File: src/rtl/pll_reset_ctrl.sv
// PLL reset sequencer: pulses the PLL reset, waits for a debounced lock, then releases core reset.
// Retries on lock timeout, latches failure, and restarts the PLL whenever lock drops in RUN.
module pll_reset_ctrl #(
  parameter int unsigned RST_PULSE_CYCLES    = 16,
  parameter int unsigned LOCK_TIMEOUT_CYCLES = 5000,
  parameter int unsigned STABLE_CYCLES       = 1024,
  parameter int unsigned MAX_RETRIES         = 7,
  parameter int unsigned RETRY_W             = 3
) (
  input  logic               refclk,
  input  logic               rst,
  input  logic               soft_reset,
  input  logic               pll_locked,
  output logic               pll_rst,
  output logic               sys_reset,
  output logic [RETRY_W-1:0] retry_cnt,
  output logic               fail,
  output logic               lock_lost
);

  localparam int unsigned MaxAb     = (RST_PULSE_CYCLES > LOCK_TIMEOUT_CYCLES) ?
                                      RST_PULSE_CYCLES : LOCK_TIMEOUT_CYCLES;
  localparam int unsigned MaxCycles = (MaxAb > STABLE_CYCLES) ? MaxAb : STABLE_CYCLES;
  localparam int unsigned CntW      = $clog2(MaxCycles) + 1;

  localparam logic [CntW-1:0]    PulseLast   = CntW'(RST_PULSE_CYCLES - 1);
  localparam logic [CntW-1:0]    TimeoutLast = CntW'(LOCK_TIMEOUT_CYCLES - 1);
  localparam logic [CntW-1:0]    StableLast  = CntW'(STABLE_CYCLES - 1);
  localparam logic [RETRY_W-1:0] RetryMax    = RETRY_W'(MAX_RETRIES);

  typedef enum logic [2:0] {
    StPllRst,
    StWaitLock,
    StStable,
    StRun,
    StFail
  } state_e;

  state_e             state_q, state_d;
  logic [CntW-1:0]    cnt_q, cnt_d;
  logic [RETRY_W-1:0] retry_q, retry_d;
  logic               lock_lost_q, lock_lost_d;
  logic               pll_rst_q, pll_rst_d;
  logic               sys_reset_q, sys_reset_d;
  logic               fail_q, fail_d;
  logic [1:0]         lk_sync_q;
  logic               lk_s;

  // pll_locked comes from the PLL clock domain; only lk_s is used downstream.
  always_ff @(posedge refclk or posedge rst) begin
    if (rst) begin
      lk_sync_q <= 2'b00;
    end else begin
      lk_sync_q <= {lk_sync_q[0], pll_locked};
    end
  end

  assign lk_s = lk_sync_q[1];

  always_ff @(posedge refclk or posedge rst) begin
    if (rst) begin
      state_q     <= StPllRst;
      cnt_q       <= '0;
      retry_q     <= '0;
      lock_lost_q <= 1'b0;
      pll_rst_q   <= 1'b1;
      sys_reset_q <= 1'b1;
      fail_q      <= 1'b0;
    end else begin
      state_q     <= state_d;
      cnt_q       <= cnt_d;
      retry_q     <= retry_d;
      lock_lost_q <= lock_lost_d;
      pll_rst_q   <= pll_rst_d;
      sys_reset_q <= sys_reset_d;
      fail_q      <= fail_d;
    end
  end

  always_comb begin
    state_d     = state_q;
    cnt_d       = cnt_q + CntW'(1);
    retry_d     = retry_q;
    lock_lost_d = lock_lost_q;
    if (soft_reset) begin
      state_d     = StPllRst;
      cnt_d       = '0;
      retry_d     = '0;
      lock_lost_d = 1'b0;
    end else begin
      unique case (state_q)
        StPllRst: begin
          if (cnt_q == PulseLast) begin
            state_d = StWaitLock;
            cnt_d   = '0;
          end
        end
        StWaitLock: begin
          // Lock is checked first so a lock arriving on the timeout cycle wins.
          if (lk_s) begin
            state_d = StStable;
            cnt_d   = '0;
          end else if (cnt_q == TimeoutLast) begin
            cnt_d = '0;
            if (retry_q == RetryMax) begin
              state_d = StFail;
            end else begin
              state_d = StPllRst;
              retry_d = retry_q + RETRY_W'(1);
            end
          end
        end
        StStable: begin
          if (!lk_s) begin
            state_d = StWaitLock;
            cnt_d   = '0;
          end else if (cnt_q == StableLast) begin
            state_d = StRun;
            cnt_d   = '0;
            retry_d = '0;
          end
        end
        StRun: begin
          cnt_d = '0;
          if (!lk_s) begin
            state_d     = StPllRst;
            lock_lost_d = 1'b1;
          end
        end
        StFail: begin
          cnt_d = '0;
        end
        default: begin
          state_d = StPllRst;
          cnt_d   = '0;
        end
      endcase
    end
  end

  // Outputs decode the next state so they switch on the same edge as the state register.
  always_comb begin
    pll_rst_d   = (state_d == StPllRst);
    sys_reset_d = (state_d != StRun);
    fail_d      = (state_d == StFail);
  end

  assign pll_rst   = pll_rst_q;
  assign sys_reset = sys_reset_q;
  assign retry_cnt = retry_q;
  assign fail      = fail_q;
  assign lock_lost = lock_lost_q;

endmodule

File: config.mk
export PLATFORM = sky130hd
export DESIGN_NAME = pll_reset_ctrl
export DESIGN_NICKNAME = d
export VERILOG_FILES = /design/src/rtl/pll_reset_ctrl.sv
export SDC_FILE = /design/constraint.sdc
export NUM_CORES = 1
export LEC_CHECK = 0
export CAP_MARGIN = 40
export CORE_UTILIZATION = 56
export DETAILED_ROUTE_END_ITERATION = 8
export GPL_TIMING_DRIVEN = 0
export PLACE_DENSITY = 0.78
export SLEW_MARGIN = 10
export SYNTH_ARGS = -nofsm -noshare
export SYNTH_HDL_FRONTEND = slang
export SYNTH_SLANG_ARGS = --single-unit
File: constraint.sdc
create_clock -name refclk -period 3.2 [get_ports refclk]
set_input_delay 0.32 -clock refclk [delete_from_list [all_inputs] [get_ports refclk]]
set_output_delay 0.32 -clock refclk [all_outputs]
set_load 0.01 [all_outputs]
# Yosys cells after proc, flatten, opt, wreduce, memory -nomap -nowiden
# Index checks and enable logic that the tools add are counted.
# word_totals
regBits	26
in_bits	4
output_inout_bits	7
word_cells	58
# op_classes
add_sub_neg	2
eq_ne	16
muxes	26
n_reduce_logical	6
# ops
operator	count
two-way mux 14 bit	6
two-way mux 3 bit	14
case mux 14 bit (3 select lines)	1
inequality test 3 bit, second input constant	5
case mux 3 bit (5 select lines)	1
adder 14 x 1 -> 14 bit, second input constant	1
== test 14 x 10 -> 1 bit, second input constant	1
== test 14 x 13 -> 1 bit, second input constant	1
== test 14 x 4 -> 1 bit, second input constant	1
== test 3 bit, second input constant	3
== test 3 x 2 -> 1 bit, second input constant	2
logical NOT 3 bit	2
case mux 3 bit (2 select lines)	1
AND reduction 6 bit	1
adder 3 x 1 -> 3 bit, second input constant	1
== test 3 x 1 -> 1 bit, second input constant	1
two-way mux 1 bit	3
inequality test 3 x 2 -> 1 bit, second input constant	1
nonzero test 3 bit	1
inequality test 2 bit, second input constant	1
AND reduction 2 bit	1
nonzero test 2 bit	1

# Logic depth before layout (Yosys ltp)
# logic_depth
depth_word	7
depth_mapped	7
ltp_nobuf	6

# Worst setup path after synthesis
# No wires, ideal clock.
# synth_path
path_kind	flip-flop to flip-flop
startpoint	reg cnt_q[11]
endpoint	reg cnt_q[9]
setup_time_ps	119
arrival_ps	2126
required_time_ps	3081
path_slack_ps	955
path_stages_with_launch	7
n_path_buf	1
synth_period_minus_slack_ps	2245
path_cell_list	dfrtp_1 > or4_1 > or4_1 > nor3b_1 > o311ai_4 > buf_6 > nor2_2
# synth_via
elab_chain_cells	5
elab_cells_between_ends	10
classes_between	eq/ne (3); mux (7)
# synth_lines
element	line	source
start: declaration	40	logic [CntW-1:0] cnt_q, cnt_d;
start signal: assignment	71	cnt_q <= cnt_d;
== test 14 x 10 -> 1 bit / == test 14 x 13 -> 1 bit (equally long branches)	117, 103	
two-way mux 14 bit (on tied branches)	117, 103	
two-way mux 14 bit (on tied branches)	114, 100	
case mux 14 bit (3 select lines) *	91	unique case (state_q)
two-way mux 14 bit *	85	if (soft_reset) begin
named net cnt_d[9]	40	
# The timed path passes the listed nets; every way through them passes the cells marked *.
# A chain may end at the register's enable or synchronous reset.

# Final worst setup path
# layout_path
startpoint	reg cnt_q[11]
endpoint	reg cnt_q[12]
# layout_via
elab_chain_cells	5
elab_cells_between_ends	11
classes_between	add/sub (1); eq/ne (3); mux (7)
# layout_lines
element	line	source
adder 14 x 1 -> 14 bit, or another cell as far along	82	cnt_d = cnt_q + CntW'(1);
two-way mux 14 bit (on tied branches)	117, 103	
two-way mux 14 bit (on tied branches)	114, 100	
case mux 14 bit (3 select lines) *	91	
two-way mux 14 bit *	85	
named net cnt_d[12]	40	
# Marks and branches as above.

==> qor.yml <==
yosys:
  syn_nets: 130
  yosys.area_share.adder_pct: 2.896
  synth-xor-area-share_pct: 8.108
  synthSimpleGateAreaFrac_pct: 26.83
  synthMuxAreaShare_pct: 0
  postSynthAreaPerCell_sq_um: 10.54
  ys_warn_count: 0
  synth_cells: 123
  synth_compound_area_share_pct: 8.880
  ys_ff_latch: 26
  synth_top_family_by_area: "simple AND/OR/NAND/NOR gates"
  syn_area_sq_um: 1296
  seq_area_frac_synth_pct: 50.39
  synth_cell_types: 37
global_route:
  grt_use_total_pct: 21.59
  antenna_found_initial: 0
  gr-total-overflow: 0
  grt_max_degree: 20
  grt_first_pass_wirelength_microns: 4002
  grt_pass1_vias: 934
clock_network:
  cts_tree: "done"
  cts_buffers: 3
  cts_setup_buffers: 0
  clk_pin_slew_ns: 0.14
  hold_buffers: 0
  clk_path_buf_depth: 2
  clock_latency_ns: 0.32
  cts_resized: 0
  cts-root-buf: "clkbuf_4"
  cts.sinks: 26
  htree_levels: 1
sta:
  tns_ns: 0
  finalCritPeriodShare_pct: 76.45
  rsz0062_at_grt: "no"
  hold_violations: 0
  fin_worst_skew_ns: 0.007862
  tightest_slew_ns: 0.4601
  drv_slew: 0
  max_freq_ghz: 0.4088
  final-setup-viol-count: 0
  worst_slack_ns: 0.7536
  post-route-min-period_ns: 2.446
  timing.slew.headroom_pct: 69.04
final_layout:
  final_cell_mix: "24 x dfrtp_1, 10 x nor2_2, 10 x clkdlybuf4s50_1"
  diodes: 0
  finalNetCount: 146
  layout-drive-gt1-share_pct: 15.22
  syn2layout_area_growth_pct: 16.60
  final_core_util_pct: 68.99
  layout_commonest_cell: "dfrtp_1"
power:
  power.density_nw_per_um2: 390.7
  power_mw: 0.5906
  leakage_nw: 0.6543
  ir_worst_vdd_v: 0.0002806
die:
  start_util_pct: 59.17
  core.rowCount: 17
  die_h_microns: 50.11
  io_pins: 11
  core-area_sq_um: 2191
  dieArea_sq_um: 2511
  fp.dieW_microns: 50.11
setup_path:
  worst-setup-path-type: "register to register"
  worst_setup_path_start_kind: "register"
  cp_max_fo: 10
  required_ns: 3.42
  crit_arrival_ns: 2.67
  cp-end-kind: "register"
placed_design:
  dp_hpwl_microns: 1683
  place.gp.congestion: 0.8068
  dp_slack_ns: 0.7667
  port_buffers: 10
status:
  run_status: "finished, final reports clean"
detailed_routing:
  drc: 0
  ant_nets: 0
  firstDrtPassIters: 4
  wl_per_cell_microns: 13.49
  vias: 947
  viasPerCell: 5.705
  drt-initial-drc-count: 12
  wl_microns: 2240
run:
  cap_viol_max_count: 0
min_path:
  hold_path_class: "input port to asynchronous set/reset pin"
[worst max-delay path, stage by stage, from the launching register on]
cell,delay [ns]
dfrtp_1,0.46
or4_1,0.53
or4b_1,0.54
and2b_1,0.22
o311ai_4,0.33
buf_6,0.22
nor2_2,0.05
[cell usage after synthesis]
| library cell | n | area share [%] |
|---|---|---|
| dfrtp_1 | 24 | 46 |
| nor2_2 | 10 | 4.8 |
| nand2_1 | 8 | 2.3 |
| nor2_1 | 8 | 2.3 |
| xor2_1 | 8 | 5.4 |
| inv_1 | 7 | 2.0 |
| nand3_1 | 5 | 1.9 |
| xnor2_1 | 4 | 2.7 |
| ha_1 | 3 | 2.9 |
| nor2b_1 | 3 | 1.4 |
| nor3_1 | 3 | 1.2 |
| or3_1 | 3 | 1.4 |
| a21oi_1 | 2 | 0.77 |
| a31oi_1 | 2 | 0.97 |
| and3_1 | 2 | 0.97 |
| and4_1 | 2 | 1.4 |
| dfstp_2 | 2 | 4.1 |
| nand4_1 | 2 | 0.97 |
| nor3b_1 | 2 | 1.2 |
| nor4_1 | 2 | 0.97 |
| o21ai_0 | 2 | 0.77 |
| o32ai_1 | 2 | 1.4 |
| or4_1 | 2 | 1.2 |
| or4b_1 | 2 | 1.5 |
| a21boi_0 | 1 | 0.58 |
| a22oi_1 | 1 | 0.58 |
| a311o_1 | 1 | 0.77 |
| and2_1 | 1 | 0.48 |
| and2b_1 | 1 | 0.58 |
| buf_6 | 1 | 0.87 |
| nand2b_1 | 1 | 0.48 |
| nand3b_1 | 1 | 0.58 |
| o21a_1 | 1 | 0.58 |
| o22ai_1 | 1 | 0.48 |
| o311ai_4 | 1 | 2.0 |
| or2_2 | 1 | 0.48 |
| or3b_2 | 1 | 0.68 |
[registers in the layout, summed over array words and instances, names as in the netlist]
| register | count |
|---|---|
| cnt_q | 14 |
| retry_cnt | 3 |
| state_q | 3 |
| lk_sync_q | 2 |
| fail | 1 |
| lock_lost | 1 |
| pll_rst | 1 |
| sys_reset | 1 |
[per-stage QoR]
stage / instances / hold slack [ns] / cell area [sq um]
finish: 166 / 0.2489 / 1511
CTS: 166 / 0.2521 / 1511
floorplan: 123 / 0.3312 / 1296
global placement: 161 / 0.3331 / 1431
global route: 166 / 0.2886 / 1511
detailed placement: 162 / 0.3537 / 1459
[path summary, 6_finish.rpt]
path	start	end	slack, ns	cells after the start
setup / recovery	cnt_q[11]$_DFF_PP0_	cnt_q[12]$_DFF_PP0_	0.75	6
hold / removal	rst	cnt_q[1]$_DFF_PP0_	0.25	2
setup reg to reg	cnt_q[11]$_DFF_PP0_	cnt_q[12]$_DFF_PP0_	0.75	6
hold reg to reg	lk_sync_q[0]$_DFF_PP0_	lk_sync_q[1]$_DFF_PP0_	0.37	0
max in group asynchronous	rst	pll_rst$_DFF_PP1_	2.46	3
min in group refclk	lk_sync_q[0]$_DFF_PP0_	lk_sync_q[1]$_DFF_PP0_	0.37	0
[kinds of logic after synthesis]
group	count (synthesis)
adder cells (fa/ha/maj)	3
flip-flops	26
buffers and inverters	8
XOR/XNOR	12
AND/OR/NAND/NOR	60
AO/OA/AOI/OAI	14
[layer usage]
| layer | track usage (%) | wire length, microns | up-vias |
|---|---|---|---|
| met3 | 3.395 | 76 | 4 |
| met5 | 0 | 0 | - |
| met4 | 11.43 | 32 | 0 |
| li1 | - | - | 463 |
| met1 | 27.11 | 989 | 459 |
| met2 | 35.33 | 1141 | 21 |
[power by group]
part | total [mW] | switching (mW) | internal, mW
clock network | 0.222 | 0.0950 | 0.127
registers | 0.338 | 0.00459 | 0.333
logic | 0.0311 | 0.0175 | 0.0136
[cell type report]
| class | count | area [sq um] |
|---|---|---|
| Timing Repair Buffer | 11 | 127.6 |
| Clock buffer | 3 | 22.52 |
| Multi-Input combinational cell | 89 | 605.6 |
| Clock inverter | 1 | 30.03 |
| Fill cell | 168 | 679.4 |
| Buffer | 1 | 11.26 |
| Sequential cell | 26 | 653.1 |
| Inverter | 7 | 26.28 |
| Tap cell | 28 | 35.03 |
(Power assumes the default switching activity.)
